===== src/rtl/wash_sequencer.sv =====
// wash_sequencer: washing-machine program controller.
// Runs one soap pass (fill, detergent, agitate, drain) followed by RINSES rinse passes
// (fill, agitate, drain) and a final spin. Door-open and water-timeout conditions latch FAULT,
// which is left only through reset. abort drains the drum and returns to IDLE without done.
//
// Ports:
//   clk, reset          clock; asynchronous active-high reset
//   door_close          door-closed sensor
//   start               begin program (honoured in IDLE only)
//   abort               cancel program: drain, then IDLE
//   filled, drained     water level sensors
//   detergent_added     detergent dispenser feedback
//   door_lock .. spin_hi  registered actuator decodes of the state
//   soap_phase          soap pass in progress
//   done                one-cycle pulse on SPIN -> IDLE
//   fault               FAULT state indicator
//   state               current state code
//   rinse_left          rinse passes still to run
module wash_sequencer #(
  parameter int unsigned RINSES      = 2,
  parameter int unsigned TMR_W       = 16,
  parameter int unsigned WASH_TICKS  = 1000,
  parameter int unsigned SPIN_TICKS  = 500,
  parameter int unsigned WATER_LIMIT = 4000
) (
  input  logic       clk,
  input  logic       reset,
  input  logic       door_close,
  input  logic       start,
  input  logic       abort,
  input  logic       filled,
  input  logic       drained,
  input  logic       detergent_added,
  output logic       door_lock,
  output logic       fill_valve_on,
  output logic       drain_valve_on,
  output logic       motor_on,
  output logic       spin_hi,
  output logic       soap_phase,
  output logic       done,
  output logic       fault,
  output logic [2:0] state,
  output logic [2:0] rinse_left
);

  typedef enum logic [2:0] {
    StIdle      = 3'd0,
    StFill      = 3'd1,
    StDetergent = 3'd2,
    StAgitate   = 3'd3,
    StDrain     = 3'd4,
    StSpin      = 3'd5,
    StFault     = 3'd6,
    StBad       = 3'd7
  } state_e;

  localparam logic [TMR_W-1:0] WashLast  = TMR_W'(WASH_TICKS - 1);
  localparam logic [TMR_W-1:0] SpinLast  = TMR_W'(SPIN_TICKS - 1);
  localparam logic [TMR_W-1:0] WaterLast = TMR_W'(WATER_LIMIT - 1);
  localparam logic [2:0]       RinseLoad = 3'(RINSES);

  state_e           r_state, w_state_d;
  logic [TMR_W-1:0] r_tmr;
  logic [2:0]       r_rinse, w_rinse_d;
  logic             r_soap, w_soap_d;
  logic             r_abort, w_abort_d;
  logic             w_active, w_door_fault, w_water_fault;

  assign w_active      = (r_state inside {StFill, StDetergent, StAgitate, StDrain, StSpin});
  assign w_door_fault  = w_active && !door_close;
  // A sensor asserted in the last allowed cycle rescues the phase.
  assign w_water_fault = (r_tmr == WaterLast) &&
                         (((r_state == StFill) && !filled) || ((r_state == StDrain) && !drained));

  always_comb begin
    w_state_d = r_state;
    w_rinse_d = r_rinse;
    w_soap_d  = r_soap;
    w_abort_d = r_abort;
    case (r_state)
      StIdle: begin
        if (start && door_close) begin
          w_state_d = StFill;
          w_rinse_d = RinseLoad;
          w_soap_d  = 1'b1;
          w_abort_d = 1'b0;
        end
      end
      StFault: w_state_d = StFault;
      StBad:   w_state_d = StIdle;
      default: begin
        if (w_door_fault || w_water_fault) begin
          w_state_d = StFault;
        end else if (abort) begin
          w_abort_d = 1'b1;
          w_state_d = StDrain;
        end else begin
          case (r_state)
            StFill:      if (filled) w_state_d = r_soap ? StDetergent : StAgitate;
            StDetergent: if (detergent_added) w_state_d = StAgitate;
            StAgitate:   if (r_tmr == WashLast) w_state_d = StDrain;
            StDrain: begin
              if (drained) begin
                if (r_abort) begin
                  w_state_d = StIdle;
                end else if (r_rinse == 3'd0) begin
                  w_state_d = StSpin;
                end else begin
                  w_state_d = StFill;
                  w_rinse_d = r_rinse - 3'd1;
                  w_soap_d  = 1'b0;
                end
              end
            end
            StSpin:      if (r_tmr == SpinLast) w_state_d = StIdle;
            default:     w_state_d = StIdle;
          endcase
        end
      end
    endcase
    // Program bookkeeping reads zero whenever the machine is idle.
    if (w_state_d == StIdle) begin
      w_rinse_d = 3'd0;
      w_soap_d  = 1'b0;
    end
  end

  always_ff @(posedge clk or posedge reset) begin
    if (reset) begin
      r_state <= StIdle;
      r_tmr   <= '0;
      r_rinse <= 3'd0;
      r_soap  <= 1'b0;
      r_abort <= 1'b0;
    end else begin
      r_state <= w_state_d;
      r_rinse <= w_rinse_d;
      r_soap  <= w_soap_d;
      r_abort <= w_abort_d;
      if (w_state_d != r_state) begin
        r_tmr <= '0;
      end else if (r_tmr != '1) begin
        r_tmr <= r_tmr + 1'b1;
      end
    end
  end

  // Actuators are decoded from the next state so they change together with state.
  always_ff @(posedge clk or posedge reset) begin
    if (reset) begin
      door_lock      <= 1'b0;
      fill_valve_on  <= 1'b0;
      drain_valve_on <= 1'b0;
      motor_on       <= 1'b0;
      spin_hi        <= 1'b0;
      fault          <= 1'b0;
      done           <= 1'b0;
    end else begin
      door_lock      <= (w_state_d inside {StFill, StDetergent, StAgitate, StDrain, StSpin,
                                           StFault});
      fill_valve_on  <= (w_state_d == StFill);
      drain_valve_on <= (w_state_d == StDrain) || (w_state_d == StSpin);
      motor_on       <= (w_state_d == StAgitate) || (w_state_d == StSpin);
      spin_hi        <= (w_state_d == StSpin);
      fault          <= (w_state_d == StFault);
      done           <= (r_state == StSpin) && (w_state_d == StIdle);
    end
  end

  assign state      = r_state;
  assign rinse_left = r_rinse;
  assign soap_phase = r_soap;

endmodule


===== config.mk =====
export PLATFORM = sky130hd
export DESIGN_NAME = wash_sequencer
export DESIGN_NICKNAME = d
export VERILOG_FILES = /design/src/rtl/wash_sequencer.sv
export SDC_FILE = /design/constraint.sdc
export NUM_CORES = 1
export LEC_CHECK = 0
export BUFFER_PORTS_ARGS = -buffer_cell sky130_fd_sc_hd__buf_4
export CAP_MARGIN = 20
export CORE_UTILIZATION = 35
export CTS_CLUSTER_SIZE = 24
export DETAILED_ROUTE_END_ITERATION = 7
export SKIP_LAST_GASP = 1
export SYNTH_ARGS = -nofsm -noshare
export SYNTH_HDL_FRONTEND = slang
export SYNTH_SLANG_ARGS = --single-unit
export TNS_END_PERCENT = 5

===== constraint.sdc =====
create_clock -name clk -period 3.7 [get_ports clk]
set_input_delay 0.555 -clock clk [delete_from_list [all_inputs] [get_ports clk]]
set_output_delay 0.555 -clock clk [all_outputs]
set_load 0.01 [all_outputs]

# [Word-level counts from Yosys, hierarchy flattened]
# Cells that the tools add are included.
[classes] n_reduce_logical=25 n_addsub=2 muxes=37 n_eq_ne=26 n_bitwise=1
[op_table] cell="$mux W3" n=18
[op_table] cell="$mux W16" n=2
[op_table] cell="$eq A3 B3 Y1 const B" n=7
[op_table] cell="$add A16 B1 Y16 const B" n=1
[op_table] cell="$eq A16 B10 Y1 const B" n=1
[op_table] cell="$eq A16 B12 Y1 const B" n=1
[op_table] cell="$eq A16 B9 Y1 const B" n=1
[op_table] cell="$ne A16 B16 Y1 const B" n=1
[op_table] cell="$pmux W3 S5" n=1
[op_table] cell="$eq A3 B2 Y1 const B" n=4
[op_table] cell="$mux W1" n=12
[op_table] cell="$ne A3 B1 Y1 const B" n=4
[op_table] cell="$logic_not A3 Y1" n=3
[op_table] cell="$pmux W3 S3" n=1
[op_table] cell="$reduce_and A8 Y1" n=1
[op_table] cell="$eq A3 B1 Y1 const B" n=2
[op_table] cell="$logic_and A1 B1 Y1" n=6
[op_table] cell="$pmux W3 S2" n=1
[op_table] cell="$reduce_bool A3 Y1" n=2
[op_table] cell="$reduce_bool A6 Y1" n=1
[op_table] cell="$reduce_bool A5 Y1" n=1
[op_table] cell="$logic_or A1 B1 Y1" n=4
[op_table] cell="$ne A2 B1 Y1 const B" n=2
[op_table] cell="$pmux W1 S2" n=2
[op_table] cell="9 further kinds" n=12
[totals] reg_bits=31 inputBits=8 output_inout_bits=14 wordCells=103

# [Depth between registers and ports, before layout]
# Gate-level depths: netlist (run 1).
[depth] depth_word=11 depth_mapped=10 ltp_nobuf=9

# [Least setup slack after synthesis (run 1)]
# Ideal clock, no wire load.
[synth_timing] kind="reg-to-reg" start="register r_rinse[0], in the netlist rinse_left[0]" end="register r_tmr[0]" n_path_buf=1 slack_ps=1298 arrival_time_ps=2322 required_time_ps=3620 period_less_slack_ps=2402 stages_incl_launch_ff=11 setup_ps=80 cell_sequence="dfrtp_1 inv_1 ha_1 ha_1 nand2b_1 a2111oi_0 nor3_1 a2111oi_1 a21oi_2 buf_2 nor3_2"
[synth_via] elab_chain_cells=10 elab_cells_between_ends=11 classes_between="eq/ne: 1; mux: 8; reduce/logical: 2"
[synth_rtl] item="start: declaration" line_no="64" rtl="logic [2:0] r_rinse, w_rinse_d;"
[synth_rtl] item="start signal: assignment" line_no="137" rtl="r_rinse <= w_rinse_d;"
[synth_rtl] item="$logic_not A3 Y1 *" line_no="106" rtl="end else if (r_rinse == 3'd0) begin"
[synth_rtl] item="$mux W3 *" line_no="106"
[synth_rtl] item="$mux W3 *" line_no="104" rtl="if (r_abort) begin"
[synth_rtl] item="$mux W3 *" line_no="103" rtl="if (drained) begin"
[synth_rtl] item="$pmux W3 S5 *" line_no="98" rtl="case (r_state)"
[synth_rtl] item="$mux W3 *" line_no="94" rtl="end else if (abort) begin"
[synth_rtl] item="$mux W3 *" line_no="92" rtl="if (w_door_fault || w_water_fault) begin"
[synth_rtl] item="$pmux W3 S3 *" line_no="80" rtl="case (r_state)"
[synth_rtl] item="$ne A3 B3 Y1 *" line_no="140" rtl="if (w_state_d != r_state) begin"
[synth_rtl] item="$mux W16 or $reduce_bool A2 Y1 (tied branches)"
[synth_rtl] item="end signal: assignment" line_no="143" rtl="r_tmr <= r_tmr + 1'b1;"
[synth_rtl] item="end: declaration" line_no="63" rtl="logic [TMR_W-1:0] r_tmr;"
# Mark *: on every way between the ends. The rest lies on a longest branch, timed or not.
# A chain may end at the register's enable or synchronous reset.

# [Worst setup path after layout (run 1)]
[layout_timing] start="register r_state[0], in the netlist state[0]" end="register r_tmr[4]"
[layout_via] elab_chain_cells=9 elab_cells_between_ends=28 classes_between="eq/ne: 8; mux: 11; reduce/logical: 9"
[layout_rtl] item="start: declaration" line_no="62" rtl="state_e r_state, w_state_d;"
[layout_rtl] item="start signal: assignment" line_no="130" rtl="r_state <= StIdle;"
[layout_rtl] item="start signal: assignment" line_no="136" rtl="r_state <= w_state_d;"
[layout_rtl] item="branches (longest 7 deep; another with $pmux W3 S5)"
[layout_rtl] item="$ne A3 B3 Y1 *" line_no="140"
[layout_rtl] item="$mux W16 or $reduce_bool A2 Y1 (tied branches)"
# Every way passes the cells marked *.

==> impl_metrics.py, run 1 <==
metrics = {
    "power_and_ir_drop": {
        "p_per_area_nw_per_um2": 617.4,
        "power_switching_uw": 531.3,
        "total_power_mw": 1.375,
        "sw_frac_of_total_pct": 38.64,
        "power_frac_comb_pct": 40.2,
        "internal_power_uw": 843.7,
        "peakVddDrop_v": 0.0002153,
        "power.leakage_nw": 0.9333,
        "power_frac_seq_pct": 34.8,
        "pwr-share-clk_pct": 25.0,
    },
    "sta": {
        "skew_ns": 0.009595,
        "slew_viol_final": 0,
        "setup_ws_ns": 1.079,
        "setup_viol": 0,
        "fmax_mhz": 381.6,
        "tns_ns": 0,
        "relSlewSlack_pct": 60.89,
        "rsz0062_at_grt": "false",
        "finalHoldViolCount": 0,
        "period_share_pct": 70.83,
        "worst_slew_pin_slew_ns": 0.5719,
        "hold_slack_ns": 0.3489,
        "fin_crit_ns": 2.621,
    },
    "drt": {
        "firstDrtPassIters": 4,
        "drt_wl_total_um": 3998,
        "routedWlPerCell_um": 13.88,
        "ant_nets": 0,
        "num_vias": 1511,
        "drc": 0,
        "drt_iter0_markers": 71,
        "vias_per_cell": 5.247,
    },
    "grt": {
        "grt_usage_pct": 15.76,
        "grt-ovfl-total": 0,
        "grt_max_degree": 32,
        "antenna_found_initial": 0,
        "grt_pass1_wl_um": 6693,
        "first_global_vias": 1426,
    },
    "critical_path": {
        "critPathMaxStageDelay_ns": 0.60,
        "critPathBufInv": 1,
        "cpMostUsedCell": "nor3_2",
        "critPathLaunchType": "register",
        "cp.required_ns": 3.86,
        "path_cells": "nor3_2 > or4b_1 > a21oi_1 > o32ai_4 > xnor2_2 > buf_4 > nor3_2",
        "path_delay_family": "simple AND/OR/NAND/NOR gates",
        "reg2reg_to": "r_tmr[4]$_DFFE_PP0P_",
        "cp_max_fo": 12,
        "cp.arrival_ns": 2.78,
        "endpoint": "r_tmr[4]$_DFFE_PP0P_",
        "critPathSlowestCell": "dfrtp_1",
        "r2r_setup_slack_ns": 1.08,
        "crit_start": "state[0]$_DFF_PP0_",
        "cp-end-kind": "register",
        "r2r_cells": 7,
        "r2r_start": "state[0]$_DFF_PP0_",
        "crit_type": "register to register",
        "cp.depth": 7,
    },
    "logic_synthesis": {
        "syn_area_um2": 1881,
        "ys.flop_type": "dfrtp_1",
        "yosysWarnings": 0,
        "syn_avg_cell_area_um2": 9.744,
        "synth_cell_types": 50,
        "synthArstFlopShare_pct": 100.0,
        "ys_ff_latch": 31,
        "synth_cells": 193,
        "yosysSeqAreaShare_pct": 41.25,
        "synth_edf_count": 0,
        "synth_fp_nets": 204,
    },
    "floorplanning": {
        "core_area_um2": 5140,
        "placementRows": 26,
        "die_width_um": 75.30,
        "start_util_pct": 36.59,
        "dieArea_um2": 5670,
        "die_h_um": 75.30,
        "ios": 22,
    },
    "placed_design": {
        "port_buffers": 21,
        "placed_area_um2": 2110,
        "preCtsSetupSlack_ns": 1.093,
        "place.detailed.hpwl_um": 2903,
        "place_inst": 280,
        "gp_congestion": 0.8064,
    },
    "final_layout": {
        "final_util_pct": 43.33,
        "syn2layout_area_growth_pct": 18.43,
        "design_area_um2": 2227,
        "fillers": 528,
        "final_nets": 228,
        "final_common_cell": "dfrtp_1",
        "mostFrequentLayoutCells": "31 x dfrtp_1, 24 x buf_4, 17 x nor3_1",
        "final_cells": 288,
        "seq_area_um2": 775.7,
        "antennaDiodeCount": 0,
        "multiInputGateArea_um2": 1028,
        "drive_above_1_share_pct": 26.61,
    },
    "clocking": {
        "h-tree-depth": 2,
        "cts_resized": 0,
        "cts_buffers": 5,
        "clockBufferDepth": 2,
        "tritoncts": "built",
        "hold_buffers": 0,
        "clock-sinks": 31,
        "clock_latency_ns": 0.28,
        "root_buffer": "clkbuf_8",
        "path_clk_slew_ns": 0.07,
        "post_cts_buffers": 0,
    },
    "outcome": {
        "status": "complete, no violations",
    },
    "worst_hold_path": {
        "hold_class": "primary input to async pin",
    },
    "run": {
        "cap_violations": 0,
    },
}
-- worst min-delay path by stage --
| stage | start | end | slack [ns] | cells after the start |
|---|---|---|---|---|
| 5_1_grt | reset | state[0]$_DFF_PP0_ | 0.40 | 3 |
| 3_3_place_gp | r_abort$_DFFE_PP0P_ | r_abort$_DFFE_PP0P_ | 0.50 | 1 |
| 4_1_cts | reset | state[0]$_DFF_PP0_ | 0.36 | 3 |
| 2_1_floorplan | r_abort$_DFFE_PP0P_ | r_abort$_DFFE_PP0P_ | 0.47 | 1 |
| 6_report | reset | state[0]$_DFF_PP0_ | 0.35 | 3 |
| 3_5_place_dp | r_abort$_DFFE_PP0P_ | r_abort$_DFFE_PP0P_ | 0.49 | 1 |
-- metal layers --
| layer | global-route usage (%) | wire, um | share of wire [%] |
|---|---|---|---|
| met1 | 21.40 | 1916 | 48 |
| met2 | 24.50 | 1902 | 48 |
| met3 | 4.233 | 126 | 3.2 |
| met4 | 5.144 | 52 | 1.3 |
| met5 | 0 | 0 | 0 |
-- worst register-to-register path, cell delays in order, from the launching register on --
cell     delay (ns)
dfrtp_1        0.60
nor3_2         0.14
or4b_1         0.49
a21oi_1        0.25
o32ai_4        0.18
xnor2_2        0.49
buf_4          0.28
nor3_2         0.06
-- final cells by class --
type	count	share of cell area, %
inverter	10	1.685
timing repair buffer	24	8.090
clock inverter	2	1.573
clock buffer	6	3.708
sequential	31	34.83
tap	70	3.933
multi-input combinational	145	46.18
-- flip-flops by register name, summed over array words and instances (netlist names) --
register and flops:
door_lock 1, state 3, fill_valve_on 1, fault 1
r_abort 1, drain_valve_on 1, done 1, soap_phase 1
motor_on 1, r_tmr 16, rinse_left 3, spin_hi 1
-- power groups by stage --
stage | Combinational [mW] | Clock [mW] | Sequential (mW)
6_report | 0.552 | 0.344 | 0.479
5_1_grt | 0.616 | 0.366 | 0.489
4_1_cts | 0.556 | 0.355 | 0.481
3_5_place_dp | 0.554 | 0 | 0.487
3_3_place_gp | 0.551 | 0 | 0.484
2_1_floorplan | 0.417 | 0 | 0.460
-- logic make-up after synthesis --
group / share of synthesized area, %
xor gates and xnor gates: 6.454
DFF: 41.25
adders and majority gates: 1.996
buffers and inverters: 4.059
muxes: 2.129
and+or+nand+nor: 33.27
AOI/OAI and AO/OA: 10.84
-- Yosys cell counts (5+ instances only) --
master / number / area, um^2
dfrtp_1: 31 / 775.7
nor3_1: 17 / 85.08
nor2_1: 16 / 60.06
nor3_2: 11 / 110.1
inv_1: 10 / 37.54
nand3_1: 10 / 50.05
nand2_1: 9 / 33.78
xor2_1: 7 / 61.31
xnor2_1: 5 / 43.79
Power figures use the tool's default switching activity.
==> run 2: changes to the inputs <==
Clock period 3.7 ns to 2.5 ns, I/O delays scaled along.
==> impl_metrics.py, run 2 (same netlist as run 1, synthesis figures left out) <==
metrics = {
    "sta": {
        "rsz0062_at_grt": "true",
        "slew_viol_final": 0,
        "relSlewSlack_pct": 67.36,
        "setup_viol": 0,
        "tns_ns": 0,
        "fin_crit_ns": 2.378,
        "worst_slew_pin_slew_ns": 0.4897,
        "finalHoldViolCount": 0,
        "hold_slack_ns": 0.1620,
        "period_share_pct": 95.14,
        "fmax_mhz": 420.4,
        "skew_ns": 0.01145,
    },
    "outcome": {
        "status": "complete, no violations",
    },
    "drt": {
        "drc": 0,
        "num_vias": 1580,
        "drt_wl_total_um": 4249,
        "routedWlPerCell_um": 14.07,
        "firstDrtPassIters": 4,
        "drt_iter0_markers": 78,
        "vias_per_cell": 5.232,
        "ant_nets": 0,
    },
    "final_layout": {
        "seq_area_um2": 775.7,
        "final_common_cell": "buf_4",
        "syn2layout_area_growth_pct": 25.28,
        "largest_reg_flops": 16,
        "drive_above_1_share_pct": 31.90,
        "final_nets": 242,
        "final_util_pct": 45.84,
        "antennaDiodeCount": 0,
        "regMostFlops": "r_tmr",
        "mostFrequentLayoutCells": "37 x buf_4, 31 x dfrtp_1, 17 x nor3_1",
        "multiInputGateArea_um2": 1040,
        "fillers": 507,
        "final_cells": 302,
    },
    "clocking": {
        "clockBufferDepth": 2,
        "root_buffer": "clkbuf_8",
        "path_clk_slew_ns": 0.08,
        "clock-sinks": 31,
        "cts_buffers": 5,
        "post_cts_buffers": 0,
        "h-tree-depth": 2,
        "clock_latency_ns": 0.29,
        "tritoncts": "built",
    },
    "power_and_ir_drop": {
        "power.leakage_nw": 1.009,
        "power_frac_seq_pct": 30.3,
        "peakVddDrop_v": 0.0003446,
        "power_frac_comb_pct": 46.3,
        "internal_power_mw": 1.367,
        "sw_frac_of_total_pct": 38.14,
        "p_per_area_nw_per_um2": 938.0,
        "power_switching_uw": 842.9,
        "pwr-share-clk_pct": 23.4,
    },
    "floorplanning": {
        "placementRows": 26,
        "die_h_um": 75.30,
        "dieArea_um2": 5670,
        "die_width_um": 75.30,
        "core_area_um2": 5140,
        "ios": 22,
        "start_util_pct": 36.59,
    },
    "critical_path": {
        "cp.arrival_ns": 2.58,
        "cp.required_ns": 2.70,
        "critPathLaunchType": "register",
        "cp-end-kind": "register",
        "cp_max_fo": 11,
        "crit_type": "register to register",
    },
    "grt": {
        "grt_pass1_wl_um": 6624,
        "grt_max_degree": 32,
        "antenna_found_initial": 0,
        "first_global_vias": 1395,
        "grt_usage_pct": 15.92,
        "grt-ovfl-total": 0,
    },
    "placed_design": {
        "port_buffers": 21,
        "place.detailed.hpwl_um": 3127,
        "gp_congestion": 0.8292,
        "place_inst": 294,
    },
    "run": {
        "cap_violations": 0,
    },
    "worst_hold_path": {
        "hold_class": "primary input to async pin",
    },
}
run 2: changes by cell type in the layout (fill, tap and decap cells not counted), sizes merged:
cell  change
buf      +14
run 2: cell type report:
type | instances | area share (%)
Multi-Input combinational cell | 145 | 44.13
Clock inverter | 2 | 1.487
Clock buffer | 6 | 3.505
Tap cell | 70 | 3.717
Timing Repair Buffer | 38 | 12.64
Inverter | 10 | 1.593
Sequential cell | 31 | 32.93
run 2: per-stage QoR:
step	worst slack [ns]	instance area, um^2	power, mW
after floorplan	0.09797	1881	1.298
after global placement	0.1235	2227	1.681
after detailed placement	0.09541	2227	1.680
after CTS	0.06994	2345	2.204
after global routing	-0.01615	2356	2.359
final	0.1215	2356	2.210
run 2: path summary, 6_finish.rpt:
check	startpoint	endpoint	slack [ns]	depth (start not counted)
setup / recovery	r_tmr[12]$_DFFE_PP0P_	r_tmr[8]$_DFFE_PP0P_	0.12	7
hold / removal	reset	door_lock$_DFF_PP0_	0.16	3
setup reg to reg	r_tmr[12]$_DFFE_PP0P_	r_tmr[8]$_DFFE_PP0P_	0.12	7
hold reg to reg	r_abort$_DFFE_PP0P_	r_abort$_DFFE_PP0P_	0.52	1
max in group asynchronous	reset	r_tmr[5]$_DFFE_PP0P_	2.03	3
min in group clk	abort	r_abort$_DFFE_PP0P_	0.40	2
run 2: power by group through the flow:
stage                     Combinational [mW]  Sequential (mW)  Clock, mW
after floorplan                        0.617            0.681          0
after global placement                  1.01            0.676          0
after detailed placement                1.00            0.677          0
after CTS                               1.01            0.668      0.530
after global routing                    1.13            0.681      0.550
final                                   1.02            0.669      0.518
run 2: worst max-delay path, cell delays in order (launching register included):
cell,delay (ns)
dfrtp_1,0.38
or4_4,0.59
nor4_4,0.31
nor2_1,0.12
o32ai_4,0.35
xnor2_2,0.19
buf_12,0.19
nor3_2,0.16
run 2: timing repair:
| item | in CTS | in global routing |
|---|---|---|
| resized for setup | 0 | 3 |
| hold buffers | 0 | 0 |
| hold endpoints to repair | 0 | 0 |
| setup endpoints to repair | 0 | 22 |
run 2: metal layers:
layer,track usage (%),wire [um],vias up
li1,-,-,778
met1,22.92,2040,768
met2,22.82,1986,27
met3,3.175,145,7
met4,7.613,77,0
met5,0,0,-
==> run 3: changes to the inputs <==
Settings changed: ABC_AREA from default to 1, BUFFER_PORTS_ARGS -buffer_cell sky130_fd_sc_hd__buf_4 to -buffer_cell sky130_fd_sc_hd__buf_2.
==> impl_metrics.py, run 3 <==
metrics = {
    "sta": {
        "fmax_mhz": 467.2,
        "worst_slew_pin_slew_ns": 0.4370,
        "rsz0062_at_grt": "false",
        "tns_ns": 0,
        "relSlewSlack_pct": 70.87,
        "setup_viol": 0,
        "fin_crit_ns": 2.141,
        "slew_viol_final": 0,
        "skew_ns": 0.007004,
        "finalHoldViolCount": 0,
        "period_share_pct": 85.62,
        "setup_ws_ns": 0.3595,
    },
    "critical_path": {
        "cp.required_ns": 2.68,
        "cp.arrival_ns": 2.32,
        "path_cells": "inv_2 > nand2_2 > nor2_2 > a21oi_4 > nand2_2 > nand2_4 > inv_1 > nand2_1 > nor2_1 > nand3_1 > inv_1 > nor2_1",
        "path_delay_family": "simple AND/OR/NAND/NOR gates",
        "critPathLaunchType": "register",
        "cp-end-kind": "register",
        "critPathMaxStageDelay_ns": 0.54,
        "crit_type": "register to register",
        "cp_max_fo": 10,
        "critPathSlowestCell": "dfrtp_1",
        "critPathBufInv": 3,
    },
    "final_layout": {
        "final_common_cell": "nand2_1",
        "syn2layout_area_growth_pct": 13.27,
        "fillers": 564,
        "mostFrequentLayoutCells": "51 x nand2_1, 42 x inv_1, 38 x nor2_1",
        "antennaDiodeCount": 0,
        "drive_above_1_share_pct": 22.30,
        "regMostFlops": "r_tmr",
        "final_nets": 297,
        "largest_reg_flops": 16,
    },
    "outcome": {
        "status": "complete, no violations",
    },
    "clocking": {
        "post_cts_buffers": 0,
        "root_buffer": "clkbuf_8",
        "clockBufferDepth": 2,
        "clock_latency_ns": 0.29,
        "tritoncts": "built",
        "path_clk_slew_ns": 0.07,
        "h-tree-depth": 2,
        "cts_buffers": 5,
        "clock-sinks": 31,
        "hold_buffers": 0,
        "cts_resized": 0,
    },
    "logic_synthesis": {
        "synth_xor_area_share_pct": 4.020,
        "ys.flop_type": "dfrtp_1",
        "synth_common_cells": "51 x nand2_1, 42 x inv_1, 38 x nor2_1",
        "synth_top_area_share_pct": 39.57,
        "ys_ff_latch": 31,
        "synth_cell_types": 23,
        "yosysWarnings": 0,
        "synth.area.top_cells": "dfrtp_1 40%, nand2_1 9.8%, inv_1 8.0%",
        "yosysSeqAreaShare_pct": 39.57,
        "syn_avg_cell_area_um2": 7.541,
        "synth_edf_count": 0,
        "yosys.area_share.simple_pct": 39.31,
        "synth_compound_area_share_pct": 4.850,
        "yosysTopAreaCell": "dfrtp_1",
        "synth_cells": 260,
        "synth_fp_nets": 271,
        "synth_fa_ha_area_share_pct": 1.914,
        "syn_area_um2": 1961,
        "yosysMostFrequentCell": "nand2_1",
        "synthMuxAreaShare_pct": 0,
        "synthArstFlopShare_pct": 100.0,
        "synth_top_family_by_area": "simple AND/OR/NAND/NOR gates",
    },
    "power_and_ir_drop": {
        "peakVddDrop_v": 0.0007053,
        "power_frac_seq_pct": 32.9,
        "p_per_area_nw_per_um2": 950.2,
        "power.leakage_nw": 1.110,
        "internal_power_mw": 1.088,
        "pwr-share-clk_pct": 19.3,
        "total_power_mw": 2.110,
        "power_frac_comb_pct": 47.8,
        "sw_frac_of_total_pct": 48.45,
        "power_switching_mw": 1.022,
    },
    "worst_hold_path": {
        "hold_class": "primary input to async pin",
    },
    "floorplanning": {
        "dieArea_um2": 5905,
        "start_util_pct": 37.43,
        "die_width_um": 76.85,
        "core_area_um2": 5238,
        "placementRows": 26,
        "die_h_um": 76.85,
        "ios": 22,
    },
    "drt": {
        "ant_nets": 0,
        "drc": 0,
        "firstDrtPassIters": 5,
        "drt_iter0_markers": 67,
        "routedWlPerCell_um": 11.27,
        "vias_per_cell": 4.661,
        "num_vias": 1664,
        "drt_wl_total_um": 4025,
    },
    "grt": {
        "grt_usage_pct": 15.68,
        "antenna_found_initial": 0,
        "grt-ovfl-total": 0,
        "grt_max_degree": 32,
        "first_global_vias": 1651,
        "grt_pass1_wl_um": 7300,
    },
    "placed_design": {
        "gp_congestion": 0.8445,
        "preCtsSetupSlack_ns": 0.3770,
        "port_buffers": 21,
        "place.detailed.hpwl_um": 3033,
    },
    "run": {
        "cap_violations": 0,
    },
}
==> run 3: changes by cell type after synthesis, sizes merged, moves of 4 or more <==
cell,change
nand3,+13
and3,-4
nand2,+52
nor3,-8
mux2i,-4
or2,-4
inv,+35
nor2,+29
or3,-4
o21ai,+5
==> run 3: logic make-up (layout without fill, tap and decap cells) <==
group / Yosys count / after routing
adder cells (fa/ha/maj): 3 / 3
XOR/XNOR: 9 / 9
flip-flops: 31 / 31
AO/OA/AOI/OAI: 16 / 16
AND/OR/NAND/NOR: 153 / 153
buffers and inverters: 48 / 75
==> run 3: metrics by stage <==
step / instance area (um^2) / cells / utilization (%) / hold WS [ns]
after floorplan: 1961 / 260 / - / 0.4785
after global placement: 2127 / 349 / 40.61 / 0.4749
after detailed placement: 2127 / 349 / 40.61 / 0.4825
after CTS: 2221 / 357 / 42.40 / 0.1542
after global routing: 2221 / 357 / 42.40 / 0.1911
final: 2221 / 357 / 42.40 / 0.1459
==> run 3: worst paths after layout <==
check | from | endpoint | slack, ns | cells past startpoint
worst min-delay path | reset | door_lock$_DFF_PP0_ | 0.15 | 3
max in group asynchronous | reset | r_tmr[4]$_DFFE_PP0P_ | 2.06 | 3
worst min register to register | rinse_left[2]$_DFFE_PP0P_ | rinse_left[2]$_DFFE_PP0P_ | 0.57 | 2
worst max-delay path | state[1]$_DFF_PP0_ | rinse_left[1]$_DFFE_PP0P_ | 0.36 | 12
worst max register to register | state[1]$_DFF_PP0_ | rinse_left[1]$_DFFE_PP0P_ | 0.36 | 12
min in group clk | abort | r_abort$_DFFE_PP0P_ | 0.42 | 3
==> run 3: layout make-up <==
| type | instances | area, um^2 | area share, % |
|---|---|---|---|
| multi-input cells | 181 | 982.2 | 44.23 |
| flip-flops and latches | 31 | 775.7 | 34.93 |
| inverters | 45 | 168.9 | 7.606 |
| repair buffers | 22 | 112.6 | 5.070 |
| well taps | 70 | 87.58 | 3.944 |
| clock buffers | 5 | 68.82 | 3.099 |
| clock inverters | 3 | 25.02 | 1.127 |
==> run 3: per-layer routing <==
layer  track usage (%)  wire length (um)  vias to the layer above  share of wire (%)
li1                  -                 -                      868                  -
met1             20.06              2003                      761                 50
met2             25.18              1806                       26                 45
met3             3.214               119                        9                3.0
met4             7.308                96                        0                2.4
met5                 0                 0                        -                  0
==> run 3: worst reg2reg max path: cells and delay by family, from the launching register on <==
family / cells / cell delay (ns)
simple gates: 8 / 1.03
flops: 1 / 0.54
buf+inv: 3 / 0.38
compound gates: 1 / 0.07
==> run 3: power groups by stage <==
stage / Sequential (mW) / Clock (mW) / Combinational [mW]
after floorplan: 0.701 / 0 / 0.851
after global placement: 0.702 / 0 / 1.02
after detailed placement: 0.704 / 0 / 1.03
after CTS: 0.695 / 0.428 / 1.03
after global routing: 0.706 / 0.448 / 1.15
final: 0.695 / 0.407 / 1.01
